--- config.mk ---
export PLATFORM = sky130hd
export DESIGN_NAME = led_panel_arbiter_flat
export DESIGN_NICKNAME = d
export VERILOG_FILES = /design/src/rtl/led_panel_arbiter_if.sv /design/src/rtl/led_panel_arbiter.sv /design/src/flat_wrapper.sv
export SDC_FILE = /design/constraint.sdc
export NUM_CORES = 1
export LEC_CHECK = 0
export CAP_MARGIN = 15
export CORE_MARGIN = 2
export CORE_UTILIZATION = 51
export DETAILED_ROUTE_END_ITERATION = 10
export GPL_TIMING_DRIVEN = 1
export PLACE_DENSITY = 0.76
export SYNTH_ARGS = -nofsm -noshare
export SYNTH_HDL_FRONTEND = slang
export SYNTH_SLANG_ARGS = --single-unit
--- constraint.sdc ---
create_clock -name sys0_clk -period 3.4 [get_ports sys0_clk]
set_input_delay 0.68 -clock sys0_clk [delete_from_list [all_inputs] [get_ports sys0_clk]]
set_output_delay 0.68 -clock sys0_clk [all_outputs]
set_load 0.01 [all_outputs]
--- src/rtl/led_panel_arbiter_if.sv ---
// Requester-side bundle for the LED panel arbiter: per-requester valid, pattern and grant ack.
interface led_panel_arbiter_if #(
    parameter int unsigned NREQ = 4
);
    logic [NREQ-1:0]   req_valid;
    logic [NREQ*8-1:0] req_pattern;
    logic [NREQ-1:0]   req_ack;

    modport master (output req_valid, output req_pattern, input req_ack);
    modport slave  (input req_valid, input req_pattern, output req_ack);
endinterface

--- src/rtl/led_panel_arbiter.sv ---
// Shares the 8 user LEDs among NREQ status requesters; debounced DIP switches pick
// round-robin, manual, walking-one or raw-switch display.
module led_panel_arbiter #(
    parameter int unsigned NREQ    = 4,
    parameter int unsigned DWELL   = 200000000,
    parameter int unsigned DEB_CYC = 2000000
) (
    input  logic                 sys0_clk,
    input  logic                 sys0_rst,
    led_panel_arbiter_if.slave   req,
    input  logic [7:0]           usr_sw_i,
    output logic [7:0]           led,
    output logic [2:0]           owner,
    output logic                 owner_vld
);
    localparam int unsigned DW  = (DWELL > 1) ? $clog2(DWELL) : 1;
    localparam int unsigned DBW = (DEB_CYC > 1) ? $clog2(DEB_CYC) : 1;

    typedef enum logic {StIdle, StShow} state_e;

    logic [7:0]     sw_meta, sw_s, sw_prev, sw_db;
    logic [DBW-1:0] deb_cnt;

    state_e         state_q;
    logic [1:0]     mode_q;
    logic [2:0]     last_q;
    logic [DW-1:0]  dwell_q;
    logic [NREQ-1:0] ack_q;

    logic [1:0]     mode;
    logic [2:0]     sel;
    logic [7:0]     valid8;
    logic [7:0]     pat [8];
    logic           gnt_found;
    logic [2:0]     gnt_idx;
    logic [2:0]     cand;
    logic [7:0]     gnt_oh;

    assign mode   = sw_db[7:6];
    assign sel    = sw_db[2:0];
    // Zero-padded to 8 so an out-of-range manual select reads as not valid.
    assign valid8 = 8'(req.req_valid);
    assign gnt_oh = 8'b1 << gnt_idx;
    assign req.req_ack = ack_q;

    for (genvar g = 0; g < 8; g++) begin : g_pat
        if (g < NREQ) begin : g_on
            assign pat[g] = req.req_pattern[8*g +: 8];
        end else begin : g_off
            assign pat[g] = 8'h00;
        end
    end

    // Search upward with wrap from the last grant; the last owner itself is checked last.
    always_comb begin
        gnt_found = 1'b0;
        gnt_idx   = '0;
        cand      = '0;
        for (int unsigned i = 0; i < NREQ; i++) begin
            cand = 3'((32'(last_q) + 32'd1 + i) % NREQ);
            if (!gnt_found && valid8[cand]) begin
                gnt_found = 1'b1;
                gnt_idx   = cand;
            end
        end
    end

    always_ff @(posedge sys0_clk or posedge sys0_rst) begin
        if (sys0_rst) begin
            sw_meta <= '0;
            sw_s    <= '0;
            sw_prev <= '0;
            sw_db   <= '0;
            deb_cnt <= '0;
        end else begin
            sw_meta <= usr_sw_i;
            sw_s    <= sw_meta;
            sw_prev <= sw_s;
            if (sw_s != sw_prev) begin
                deb_cnt <= '0;
            end else if (deb_cnt == DBW'(DEB_CYC - 1)) begin
                sw_db   <= sw_s;
                deb_cnt <= '0;
            end else begin
                deb_cnt <= deb_cnt + DBW'(1);
            end
        end
    end

    always_ff @(posedge sys0_clk or posedge sys0_rst) begin
        if (sys0_rst) begin
            state_q   <= StIdle;
            mode_q    <= 2'b00;
            last_q    <= 3'(NREQ - 1);
            dwell_q   <= '0;
            ack_q     <= '0;
            led       <= '0;
            owner     <= '0;
            owner_vld <= 1'b0;
        end else begin
            ack_q  <= '0;
            mode_q <= mode;
            if (mode != mode_q) begin
                state_q   <= StIdle;
                dwell_q   <= '0;
                led       <= '0;
                owner_vld <= 1'b0;
            end else begin
                unique case (mode)
                    2'b00: begin
                        unique case (state_q)
                            StIdle: begin
                                led       <= '0;
                                owner_vld <= 1'b0;
                                dwell_q   <= '0;
                                if (gnt_found) begin
                                    state_q   <= StShow;
                                    owner     <= gnt_idx;
                                    last_q    <= gnt_idx;
                                    ack_q     <= gnt_oh[NREQ-1:0];
                                    owner_vld <= 1'b1;
                                end
                            end
                            StShow: begin
                                led       <= pat[owner];
                                owner_vld <= 1'b1;
                                if (dwell_q == DW'(DWELL - 1) || !valid8[owner]) begin
                                    dwell_q <= '0;
                                    if (gnt_found) begin
                                        owner  <= gnt_idx;
                                        last_q <= gnt_idx;
                                        ack_q  <= gnt_oh[NREQ-1:0];
                                    end else begin
                                        state_q   <= StIdle;
                                        led       <= '0;
                                        owner_vld <= 1'b0;
                                    end
                                end else begin
                                    dwell_q <= dwell_q + DW'(1);
                                end
                            end
                            default: state_q <= StIdle;
                        endcase
                    end
                    2'b01: begin
                        if (valid8[sel]) begin
                            led       <= pat[sel];
                            owner     <= sel;
                            owner_vld <= 1'b1;
                        end else begin
                            led       <= '0;
                            owner_vld <= 1'b0;
                        end
                    end
                    2'b10: begin
                        owner_vld <= 1'b0;
                        // led is only zero here on the first cycle after entering walk.
                        if (led == 8'h00) begin
                            led     <= 8'h01;
                            dwell_q <= '0;
                        end else if (dwell_q == DW'(DWELL - 1)) begin
                            led     <= {led[6:0], led[7]};
                            dwell_q <= '0;
                        end else begin
                            dwell_q <= dwell_q + DW'(1);
                        end
                    end
                    2'b11: begin
                        led       <= sw_db;
                        owner_vld <= 1'b0;
                    end
                    default: led <= '0;
                endcase
            end
        end
    end
endmodule

--- src/flat_wrapper.sv ---
// flat-port wrapper written by rule: the top's interface ports become plain ports
module led_panel_arbiter_flat 
#(
    parameter int unsigned NREQ    = 4,
    parameter int unsigned DWELL   = 200000000,
    parameter int unsigned DEB_CYC = 2000000
)
  (sys0_clk, sys0_rst, usr_sw_i, led, owner, owner_vld, req_req_valid, req_req_pattern, req_req_ack);
  led_panel_arbiter_if #(.NREQ(NREQ)) req_i ();
  input  logic sys0_clk;
  input  logic sys0_rst;
  input  logic [7:0] usr_sw_i;
  output logic [7:0] led;
  output logic [2:0] owner;
  output logic owner_vld;
  input wire logic [$bits(req_i.req_valid)-1:0] req_req_valid;
  input wire logic [$bits(req_i.req_pattern)-1:0] req_req_pattern;
  output wire logic [$bits(req_i.req_ack)-1:0] req_req_ack;
  assign req_i.req_valid = req_req_valid;
  assign req_i.req_pattern = req_req_pattern;
  assign req_req_ack = req_i.req_ack;
  led_panel_arbiter #(.NREQ(NREQ), .DWELL(DWELL), .DEB_CYC(DEB_CYC)) u_core (.sys0_clk(sys0_clk), .sys0_rst(sys0_rst), .req(req_i), .usr_sw_i(usr_sw_i), .led(led), .owner(owner), .owner_vld(owner_vld));
endmodule
==> reports/metrics.csv <==
metric,value,unit
status,"complete, no violations",
path_class,flop to flop,
power.density,502,nW/µm²
cap_violations,0,
post-route-period-util,0.779,
layout_min_cycle_time,2.65,ns
dieArea,11000,µm²
synth-main-ff-cell,dfrtp_1,
fill_cells,812,
ant_nets,0,
vias,3794,
grt_setup_unrepaired,false,
clock-sinks,102,
synth.avg_cell_area,11.0,µm²
worstHoldStart,u_core.sw_meta[4],
layout.cells.non_filler,669,
r2r_end,u_core.dwell_q[7],
netlist_area,5170,µm²
fin_worst_skew,0.00782,ns
yosysWarnings,0,
hold_path_depth,0,
portBuffers,61,
grt_pass1_vias,3823,
worstPathCellList,ha_1 > nand3_1 > or4_4 > or3_4 > a31oi_4 > nor2_1,
layout-drive-gt1-share,0.123,
place_congestion,0.832,
fin_util,0.621,
remaining_drc_errors,0,
core,9820,µm²
synth_top_area_cell,dfrtp_1,
clock.fmax,378,MHz
cts_resized,0,
dpl.cell_count,653,
path_clk_slew,0.09,ns
cts_tree,done,
r2r_start,u_core.dwell_q[0],
grt_max_degree,66,
arrival,2.89,ns
synth_cell_types,59,
r2r_cells,6,
die_x,105,µm
cp_top_family,simple AND/OR/NAND/NOR gates,
pin_count,62,
grt_pass1_wl,18600,µm
p_leak,2.41,nW
overflow,0,
synth_most_common_cell,dfrtp_1,
clock_tree.buffer_depth,2,
start_util,0.526,
post_cts.repair.setup_buffers,0,
final_cell_area,6100,µm²
first_pass_iters,4,
finalSetupTns,0,ns
crit_buf_inv,0,
synth_fp_nets,519,
hold_class,flop to flop,
cp-end-kind,flop,
finalSetupViolCount,0,
r2r_slack,0.75,ns
yosys_register_bits,102,
die_h,105,µm
synth_top_area_share,0.484,
holdBufCountCts,0,
required,3.64,ns
synth_area_leaders,"dfrtp_1 48%, mux4_2 7.8%, nor2_1 5.2%, xor2_1 4.4%, xnor2_1 4.1%",
nets,579,
start_kind,flop,
seq_area_frac_synth,0.494,
peakVddDrop,0.330,mV
clock-root-buffer,clkbuf_8,
drt-initial-drc-count,208,
synthArstFlopShare,1.00,
synth_commonest_cells,"100 x dfrtp_1, 72 x nor2_1, 26 x xor2_1, 24 x xnor2_1, 19 x nand3_1",
area_growth,18.0,%
cts_max_level,3,
hold_violations,0,
placed_area,5910,µm²
netlist_instances,471,
worstMarginPinSlew,0.963,ns
slew_headroom,0.354,
antenna_cells,0,
vias_per_cell,5.67,
grtUsageTotal,0.213,
synth_edf_count,0,
cpPeakStageDelay,0.55,ns
clkLatencyLatePin,0.38,ns
path_max_fanout,22,
drt-total-wl,10800,µm
slew_viol_final,0,
hold_end,u_core.sw_s[4],
antenna_found_initial,0,
cts_buffers,9,
row_count,36,
wl_per_cell,16.2,µm
crit_slowest_cell,a31oi_4,
dp_hpwl,7920,µm
timing.hold.ws,0.355,ns
-- cells in the final DEF (no fill, tap or decap), types with 2 or more instances in the layout --
cell type	Yosys	final
nand3_1	19	19
nand4bb_1	2	2
xnor2_1	24	24
a221oi_1	5	5
buf_4	2	4
dfrtp_1	100	100
a21oi_1	17	17
a31oi_1	4	4
nor4_1	14	14
a211oi_1	2	2
mux4_2	18	18
and4_1	4	4
dfstp_2	2	2
nor2_1	72	72
nand2_1	18	18
nand4_1	13	13
a22o_1	8	8
and3_1	6	6
inv_1	16	15
o21ai_1	3	3
nor3_1	10	10
nor2b_1	3	3
and2_1	5	5
o21ai_0	7	7
ha_1	2	2
or3_1	2	2
nand2b_1	6	6
clkdlybuf4s50_1	0	61
clkbuf_8	0	9
clkinv_4	0	3
xor2_1	26	26
mux2i_1	3	3
or4_1	5	5
or2_2	2	2
mux2_2	13	13
-- per-layer routing --
layer | global-route usage | routed length [µm] | vias up
li1 | - | - | 1823
met1 | 0.283 | 4840 | 1888
met2 | 0.353 | 5440 | 64
met3 | 0.0412 | 334 | 19
met4 | 0.0695 | 202 | 0
met5 | 0 | 0 | -
-- kinds of logic (layout without fill, tap and decap cells) --
group | count (synthesis) | after routing | share of synthesized area
AO/OA/AOI/OAI | 59 | 59 | 0.0835
flip-flops | 102 | 102 | 0.494
buffers and inverters | 33 | 98 | 0.0278
multiplexers | 34 | 34 | 0.113
AND/OR/NAND/NOR | 191 | 191 | 0.192
XOR/XNOR | 50 | 50 | 0.0847
adder cells (fa/ha/maj) | 2 | 2 | 0.00484
-- stage by stage --
| stage | worst slack (ns) | power (mW) |
|---|---|---|
| after floorplan | 0.0478 | 2.04 |
| after global placement | 0.513 | 2.35 |
| after detailed placement | 0.465 | 2.38 |
| after CTS | 0.728 | 3.09 |
| after global routing | 0.539 | 3.23 |
| final | 0.753 | 3.06 |
-- final cells by class --
type | count | area (µm²) | share of cell area
Inverter | 16 | 62.6 | 0.0103
Multi-Input combinational cell | 336 | 2470 | 0.405
Clock inverter | 7 | 58.8 | 0.00964
Timing Repair Buffer | 66 | 661 | 0.108
Clock buffer | 9 | 124 | 0.0203
Sequential cell | 102 | 2550 | 0.419
Tap cell | 133 | 166 | 0.0273
-- worst max-delay path by stage --
stage,start,depth (start not counted),end,slack (ns)
finish,u_core.dwell_q[0],6,u_core.dwell_q[7],0.75
global route,u_core.dwell_q[0],6,u_core.dwell_q[11],0.54
CTS,u_core.dwell_q[0],6,u_core.dwell_q[7],0.73
detailed placement,req_req_valid[3],6,u_core.dwell_q[3],0.46
global placement,req_req_valid[3],6,u_core.dwell_q[26],0.51
floorplan,sys0_rst,1,u_core.deb_cnt[0],0.05
-- report_power, final --
part           internal, mW  total [mW]  switching [mW]
Sequential             1.34        1.51           0.174
Combinational         0.488       0.840           0.352
Clock                 0.276       0.708           0.432
Total                  2.10        3.06           0.958
-- state kept, by name, summed over array words and instances (netlist names) --
register / flops
u_core.sw_prev: 8
u_core.owner_vld: 1
u_core.sw_db: 8
u_core.sw_s: 8
u_core.state_q: 1
u_core.deb_cnt: 21
u_core.owner: 3
u_core.led: 8
u_core.sw_meta: 8
u_core.mode_q: 2
u_core.dwell_q: 28
u_core.req.req_ack: 4
u_core.last_q: 2
-- worst reg2reg max path, cell delays in order, from the launching register on --
cell and delay, ns:
dfrtp_1 0.41, ha_1 0.22, nand3_1 0.19, or4_4 0.54
or3_4 0.48, a31oi_4 0.55, nor2_1 0.13
Note: power is estimated with default switching activity, not from simulation.
